**src/rtl/router_fsm_np.sv**
```systemverilog
// Router write-control FSM for NUM_PORTS output FIFOs.
// Latches the destination, drops bad or timed-out packets, honours soft reset.
module router_fsm_np #(
  parameter int NUM_PORTS    = 3,
  parameter int ADDR_W       = 2,
  parameter int WAIT_TIMEOUT = 0
) (
  input  logic                 clk,
  input  logic                 reset,
  input  logic                 pkt_valid,
  input  logic [ADDR_W-1:0]    data_in,
  input  logic [NUM_PORTS-1:0] fifo_empty,
  input  logic                 fifo_full,
  input  logic [NUM_PORTS-1:0] soft_reset,
  input  logic                 parity_done,
  input  logic                 low_pkt_valid,
  output logic [NUM_PORTS-1:0] dest_sel,
  output logic                 busy,
  output logic                 detect_add,
  output logic                 lfd_state,
  output logic                 ld_state,
  output logic                 laf_state,
  output logic                 full_state,
  output logic                 rst_int_reg,
  output logic                 write_enb_reg,
  output logic                 drop_state,
  output logic                 timeout_pulse
);

  localparam int CW = (WAIT_TIMEOUT > 0) ? $clog2(WAIT_TIMEOUT + 1) : 1;
  localparam logic [CW-1:0] LAST =
    CW'((WAIT_TIMEOUT > 0) ? WAIT_TIMEOUT - 1 : 0);

  typedef enum logic [3:0] {
    DECODE_ADDRESS     = 4'd0,
    LOAD_FIRST_DATA    = 4'd1,
    LOAD_DATA          = 4'd2,
    LOAD_PARITY        = 4'd3,
    CHECK_PARITY_ERROR = 4'd4,
    FIFO_FULL_STATE    = 4'd5,
    WAIT_TILL_EMPTY    = 4'd6,
    LOAD_AFTER_FULL    = 4'd7,
    DROP_PACKET        = 4'd8
  } state_t;

  state_t               state_q, state_d;
  logic [NUM_PORTS-1:0] dest_q, dest_d;
  logic [CW-1:0]        cnt_q, cnt_d;
  logic                 tmo_q, tmo_d;

  logic [31:0]          addr_ext;
  logic                 addr_ok;
  logic [NUM_PORTS-1:0] addr_oh;

  assign addr_ext = 32'(data_in);
  assign addr_ok  = addr_ext < 32'(NUM_PORTS);
  // Out-of-range shifts truncate to zero, so addr_oh is safe to AND
  assign addr_oh  = NUM_PORTS'(1) << data_in;

  always_comb begin
    state_d = state_q;
    dest_d  = dest_q;
    cnt_d   = cnt_q;
    tmo_d   = 1'b0;
    if (state_q != DECODE_ADDRESS && |(soft_reset & dest_q)) begin
      state_d = DECODE_ADDRESS;
    end else begin
      unique case (state_q)
        DECODE_ADDRESS: begin
          if (pkt_valid) begin
            if (!addr_ok) begin
              state_d = DROP_PACKET;
              dest_d  = '0;
            end else begin
              dest_d = addr_oh;
              if (|(fifo_empty & addr_oh)) begin
                state_d = LOAD_FIRST_DATA;
              end else begin
                state_d = WAIT_TILL_EMPTY;
                cnt_d   = '0;
              end
            end
          end
        end
        LOAD_FIRST_DATA: state_d = LOAD_DATA;
        LOAD_DATA: begin
          if (fifo_full)       state_d = FIFO_FULL_STATE;
          else if (!pkt_valid) state_d = LOAD_PARITY;
        end
        LOAD_PARITY: state_d = CHECK_PARITY_ERROR;
        CHECK_PARITY_ERROR: begin
          state_d = fifo_full ? FIFO_FULL_STATE : DECODE_ADDRESS;
        end
        FIFO_FULL_STATE: begin
          if (!fifo_full) state_d = LOAD_AFTER_FULL;
        end
        LOAD_AFTER_FULL: begin
          if (parity_done)        state_d = DECODE_ADDRESS;
          else if (low_pkt_valid) state_d = LOAD_PARITY;
          else                    state_d = LOAD_DATA;
        end
        WAIT_TILL_EMPTY: begin
          if (|(fifo_empty & dest_q)) begin
            state_d = LOAD_FIRST_DATA;
          end else if (WAIT_TIMEOUT != 0 && cnt_q == LAST) begin
            state_d = DROP_PACKET;
            tmo_d   = 1'b1;
            dest_d  = '0;
          end else if (cnt_q != '1) begin
            cnt_d = cnt_q + 1'b1;
          end
        end
        DROP_PACKET: begin
          if (!pkt_valid) state_d = DECODE_ADDRESS;
        end
        default: state_d = DECODE_ADDRESS;
      endcase
    end
  end

  always_ff @(posedge clk) begin
    if (reset) begin
      state_q <= DECODE_ADDRESS;
      dest_q  <= '0;
      cnt_q   <= '0;
      tmo_q   <= 1'b0;
    end else begin
      state_q <= state_d;
      dest_q  <= dest_d;
      cnt_q   <= cnt_d;
      tmo_q   <= tmo_d;
    end
  end

  assign dest_sel      = dest_q;
  assign timeout_pulse = tmo_q;
  assign detect_add    = state_q == DECODE_ADDRESS;
  assign lfd_state     = state_q == LOAD_FIRST_DATA;
  assign ld_state      = state_q == LOAD_DATA;
  assign laf_state     = state_q == LOAD_AFTER_FULL;
  assign full_state    = state_q == FIFO_FULL_STATE;
  assign rst_int_reg   = state_q == CHECK_PARITY_ERROR;
  assign drop_state    = state_q == DROP_PACKET;
  assign write_enb_reg = state_q == LOAD_DATA
                      || state_q == LOAD_PARITY
                      || state_q == LOAD_AFTER_FULL;
  assign busy = !(state_q == DECODE_ADDRESS
               || state_q == LOAD_DATA
               || state_q == DROP_PACKET);

endmodule

```
**config.mk**
```make
export PLATFORM = sky130hd
export DESIGN_NAME = router_fsm_np
export DESIGN_NICKNAME = d
export VERILOG_FILES = /design/src/rtl/router_fsm_np.sv
export SDC_FILE = /design/constraint.sdc
export NUM_CORES = 1
export LEC_CHECK = 0
export CAP_MARGIN = 20
export CORE_UTILIZATION = 43
export CTS_CLUSTER_DIAMETER = 120
export DETAILED_ROUTE_END_ITERATION = 10
export PLACE_DENSITY_LB_ADDON = 0.05
export SYNTH_ARGS = -nofsm -noshare
export SYNTH_HDL_FRONTEND = slang
export SYNTH_SLANG_ARGS = --single-unit
```
**constraint.sdc**
```tcl
create_clock -name clk -period 2.7 [get_ports clk]
set_input_delay 0.81 -clock clk [delete_from_list [all_inputs] [get_ports clk]]
set_output_delay 0.81 -clock clk [all_outputs]
set_load 0.02 [all_outputs]
```
==> results of run 1 <==
==> worst min-delay path, stage by stage (launching register included) <==
cell and delay, ns:
dfxtp_1 0.33, nand2_1 0.06, a21oi_1 0.05
==> metal layers <==
layer / vias up / part of all wire / track usage
met5: - / 0 / 0
met4: 0 / 0.031 / 0.181
met3: 6 / 0.056 / 0.0341
met2: 35 / 0.48 / 0.455
met1: 309 / 0.43 / 0.314
li1: 340 / - / -
==> power by group through the flow <==
stage	combinational (W)	clock, W	sequential [W]
5_1_grt	0.000652	0.000107	0.000223
2_1_floorplan	0.000413	0	0.000172
4_1_cts	0.000606	0.0000995	0.000208
3_3_place_gp	0.000591	0	0.000209
3_5_place_dp	0.000600	0	0.000211
6_report	0.000605	0.0000965	0.000217
==> registers in the layout, summed over array words and instances (netlist names) <==
register	cells
dest_sel	3
state_q	4
==> stage by stage <==
stage	std cells	hold slack, ns	total power [W]	worst slack, ns	utilization
final	116	0.497	0.000918	0.172	0.680
after global routing	116	0.528	0.000983	0.0706	0.680
after CTS	116	0.495	0.000914	0.0610	0.677
after detailed placement	112	0.483	0.000810	0.225	0.656
after global placement	112	0.482	0.000801	0.313	0.656
after floorplan	75	0.544	0.000585	0.570	-
==> worst max path at each step <==
stage | startpoint | to
after global placement | pkt_valid | state_q[3]
after CTS | state_q[0] | lfd_state
after detailed placement | pkt_valid | state_q[3]
after global routing | state_q[3] | drop_state
after floorplan | state_q[0] | lfd_state
final | state_q[3] | drop_state
==> final cells by class <==
class                      count  area [sq um]  share of cell area
multi-input combinational     58           422               0.471
timing repair buffer          27           265               0.296
sequential                     7           144               0.161
clock buffer                   3          22.5              0.0251
inverter                       5          18.8              0.0209
tap                           15          18.8              0.0209
clock inverter                 1          5.00             0.00559
==> cell usage in the layout (no fill, tap or decap), types with 2 or more instances in the layout <==
| master | instances |
|---|---|
| o21ai_0 | 4 |
| clkdlybuf4s50_1 | 25 |
| nor4_1 | 2 |
| inv_1 | 5 |
| buf_4 | 2 |
| dfxtp_2 | 3 |
| nor3_1 | 3 |
| nand2_1 | 5 |
| nand2_2 | 2 |
| nand3_1 | 4 |
| nand4b_1 | 2 |
| xnor2_1 | 2 |
| nor2_1 | 2 |
| nor2b_1 | 3 |
| dfxtp_1 | 4 |
| a21oi_1 | 3 |
| a221oi_1 | 2 |
| clkbuf_4 | 3 |
==> cells by family after synthesis <==
group | count (synthesis) | share of synthesized area
simple gates | 31 | 0.328
compound gates | 23 | 0.309
buf+inv | 10 | 0.0799
flops | 7 | 0.230
xor+xnor | 2 | 0.0287
mux | 1 | 0.0184
other cells | 1 | 0.00614
==> run summary, run 1 <==
Filler cells -> 124
Mapped Area -> 611 sq um
Post-CTS setup repair buffer count -> 0
Worst hold path endpoint -> dest_sel[1]
Yosys top cell by area -> dfxtp_1
Share of flip-flops with an asynchronous set or reset -> 0
RR Startpoint -> state_q[0]
Synth top area share -> 0.230
Antenna violations before repair -> 0
Chip Height -> 39.7 um
Crit path DAT -> 1.72 ns
Sequential fraction of the synthesis area -> 0.230
Final layout net count -> 116
Peak VDD IR -> 0.000525 V
# port buffers -> 25
RSZ-0062 raised after global routing -> no
CP Capture Type -> output port
Worst Path Buf+Inv -> 3
Clk buf depth -> 2
Max Cap Viol -> 0
Die W -> 39.7 um
CTS Root Cell -> clkbuf_4
Mean post-synth cell area -> 8.14 sq um
Critical path peak fanout -> 12
Vias in the first global route -> 620
Setup CP Type -> register to output port
Final Hold Violating Endpoints -> 0
Starting Density -> 0.463
Worst-case reg-to-reg path depth -> 5
Seq pwr share -> 0.236
Sw Share -> 0.476
Via Count -> 690
Post-synth EDFFs -> 0
Clock power frac -> 0.105
Seq cells post-synth -> 7
Vias per cell -> 5.95
Cell family with most CP delay -> buffers and inverters
CTS sink cnt -> 7
Design area -> 896 sq um
Slowest CP cell -> clkdlybuf4s50_1
Global-route wire length before repair -> 2750 um
NetSw -> 0.000437 W
Total routed wirelength -> 1720 um
PwrDens -> 1030 nW/um^2
Post-DP Area -> 865 sq um
Max Fclk -> 0.396 GHz
Tot GR Track Use -> 0.271
P_int -> 0.000481 W
Logic pwr share -> 0.659
Dpl hpwl -> 1290 um
Num CTS Buffers -> 3
Ys Warns -> 0
Status -> completed
Synthesis-to-finish area growth -> 46.7%
Slew Limit Fails -> 0
Post-CTS Hold Fix Bufs -> 0
Share of layout cells above drive strength 1 -> 0.178
Flop2flop setup slack -> 1.07 ns
Post-cts resize count -> 0
CTS clk-pin slew, worst paths -> 0.06 ns
Routed Antenna Nets -> 0
RR Endpoint -> state_q[1]
Routability cong. -> 0.785
Post-synthesis cell type count -> 40
CTS tree -> done
Top_reg_cell synth -> dfxtp_1
LEAKAGE -> 0.317 nW
Row cnt -> 13
Fin Setup TNS -> 0 ns
Worst path cell trace -> buf_4 -> inv_1 -> nor4_1 -> clkdlybuf4s50_1
Instance count on the critical path -> 4
H-tree depth -> 1
Cell with the most instances after synthesis -> dfxtp_1
N_diodes -> 0
Largest net degree at the start of global routing -> 15
Min Tclk post-route -> 2.53 ns
Setup violators final -> 0
Req. time, crit path -> 1.89 ns
Cell count after synthesis -> 75
I/O pin cnt -> 27
Final period util -> 0.936
Commonest cells in the netlist -> 7 x dfxtp_1, 5 x inv_1, 5 x nand2_1, 4 x nand3_1, 4 x o21ai_0
Worst Hold Path Cells -> 2
Worst hold path type -> register to register
Total gr overflow -> 0
CP startpoint kind -> register
First drt pass iteration count -> 4
Iteration-0 DRC Markers -> 16
Mapped Nets -> 89
Residual DRC -> 0
Critical path's largest stage delay -> 0.64 ns
WL per Instance -> 14.9 um
Die ar. -> 1570 sq um
Min-Delay Startpoint -> dest_sel[1]
Core Area -> 1320 sq um
Synth area leaders -> dfxtp_1 23%, nor4_4 3.5%, nand3_1 3.3%
Setup Skew -> 0.000533 ns
Clk Latency, worst-skew pair -> 0.25 ns
Note: power is estimated with default switching activity, not from simulation.
==> run 2, diff against run 1 <==
Settings changed: CTS_CLUSTER_DIAMETER 120 to default.
==> results of run 2 <==
The final DEF is identical to that of run 1; final timing and power are the same.
==> run 3, diff against run 2 <==
Settings changed: CORE_UTILIZATION 43 to 35.
==> run summary, run 3 (synthesis results as in run 1) <==
Largest net degree at the start of global routing -> 15 (unchanged)
Clk buf depth -> 2 (unchanged)
Layout Cells excl Fill -> 118 (+1.7%)
LEAKAGE -> 0.323 nW (+1.7%)
Dpl hpwl -> 1290 um (about the same)
CTS clk-pin slew, worst paths -> 0.06 ns (about the same)
First drt pass iteration count -> 7 (+3)
Max reg flops -> 4 (unchanged)
Setup Skew -> 0.00391 ns (+0.00338 ns)
Die W -> 43.8 um (+10%)
CP Capture Type -> output port
Routability cong. -> 0.835 (+6.4%)
Global-route wire length before repair -> 2820 um (+2.3%)
Final WS setup -> 0.156 ns (-0.0162 ns)
Iteration-0 DRC Markers -> 36 (+20)
Total gr overflow -> 0 (unchanged)
H-tree depth -> 1 (unchanged)
RSZ-0062 raised after global routing -> no
Share of layout cells above drive strength 1 -> 0.186 (+0.00806)
Design area -> 905 sq um (+0.98%)
Slew Limit Fails -> 0 (unchanged)
Total routed wirelength -> 1680 um (-2.3%)
Die ar. -> 1920 sq um (+22%)
Setup CP Type -> register to output port
Most frequent cells in the layout -> 25 x clkdlybuf4s50_1, 5 x inv_1, 5 x nand2_1
Via Count -> 693 (+0.43%)
Failing checks -> DRC
Filler cells -> 143 (+15%)
Core Area -> 1560 sq um (+18%)
Multi-input logic area -> 422 sq um (unchanged)
Tot GR Track Use -> 0.191 (-0.0802)
CTS tree -> done
Peak VDD IR -> 0.000627 V (+19%)
Pre-CTS WS -> 0.232 ns (+0.00627 ns)
Final layout net count -> 117 (+0.86%)
Post-DP Area -> 873 sq um (+1.0%)
Placed insts -> 114 (+1.8%)
# port buffers -> 25 (unchanged)
Top reg by flops -> state_q
Antenna violations before repair -> 0 (unchanged)
Synthesis-to-finish area growth -> 48.2%
Seq. cell area -> 144 sq um (unchanged)
Crit path DAT -> 1.73 ns (about the same)
Post-CTS Hold Fix Bufs -> 0 (unchanged)
Final period util -> 0.942 (+0.00600)
Clk Latency, worst-skew pair -> 0.25 ns (about the same)
Fin Setup TNS -> 0 ns (unchanged)
Max Fclk -> 0.393 GHz (-0.64%)
N_diodes -> 0 (unchanged)
Vias in the first global route -> 621 (+0.16%)
Final Hold Violating Endpoints -> 0 (unchanged)
CTS Root Cell -> clkbuf_4
Critical path peak fanout -> 7 (-5)
Commonest non-fill, non-tap cell in the layout -> clkdlybuf4s50_1
Status -> finished, violations left
Post-cts resize count -> 0 (unchanged)
Setup violators final -> 0 (unchanged)
Starting Density -> 0.392 (-0.0718)
Vias per cell -> 5.87 (-1.3%)
Max Cap Viol -> 0 (unchanged)
CTS sink cnt -> 7 (unchanged)
PwrDens -> 1010 nW/um^2 (-1.3%)
Worst hold path type -> register to register
Post-CTS setup repair buffer count -> 0 (unchanged)
I/O pin cnt -> 27 (unchanged)
Routed Antenna Nets -> 0 (unchanged)
Num CTS Buffers -> 3 (unchanged)
Min Tclk post-route -> 2.54 ns (+0.0162 ns)
Row cnt -> 14 (+1)
Req. time, crit path -> 1.89 ns (about the same)
CP startpoint kind -> register
Residual DRC -> 4 (+4)
WL per Instance -> 14.3 um (-3.9%)
Chip Height -> 43.8 um (+10%)
[run 3: report_power, final]
group | internal [W] | switching (W) | leakage (nW) | total [W]
logic | 0.000297 | 0.000300 | 0.246 | 0.000598
clock network | 0.0000543 | 0.0000426 | 0.0177 | 0.0000969
registers | 0.000137 | 0.0000832 | 0.0583 | 0.000221
[run 3: worst max-delay path, cell delays in order (launching register included)]
cell and delay [ns]:
dfxtp_1 0.38, buf_4 0.20, nor2b_1 0.14, and3_1 0.17, clkdlybuf4s50_1 0.60
[run 3: final timing paths]
| kind | startpoint | to | slack (ns) | depth (start not counted) |
|---|---|---|---|---|
| setup / recovery | state_q[3] | laf_state | 0.16 | 4 |
| hold reg to reg | dest_sel[2] | dest_sel[2] | 0.50 | 2 |
| setup reg to reg | state_q[3] | dest_sel[0] | 1.04 | 6 |
| hold / removal | dest_sel[2] | dest_sel[2] | 0.50 | 2 |
[run 3: layout make-up]
cell class | count | area share
Sequential cell | 7 | 0.159
Tap cell | 16 | 0.0221
Clock inverter | 1 | 0.00553
Timing Repair Buffer | 28 | 0.302
Inverter | 5 | 0.0207
Multi-Input combinational cell | 58 | 0.466
Clock buffer | 3 | 0.0249
[run 3: routing by layer]
metal / vias up / GRT usage / share of wire
met5: - / 0 / 0
met4: 0 / 0 / 0
met3: 0 / 0.0583 / 0.068
met2: 27 / 0.299 / 0.43
met1: 321 / 0.274 / 0.50
li1: 345 / - / -
[run 3: through the flow]
| step | utilization | hold slack [ns] | power [W] |
|---|---|---|---|
| floorplan | - | 0.544 | 0.000585 |
| global placement | 0.560 | 0.479 | 0.000818 |
| detailed placement | 0.560 | 0.491 | 0.000809 |
| CTS | 0.578 | 0.500 | 0.000911 |
| global route | 0.580 | 0.528 | 0.000984 |
| finish | 0.580 | 0.504 | 0.000915 |
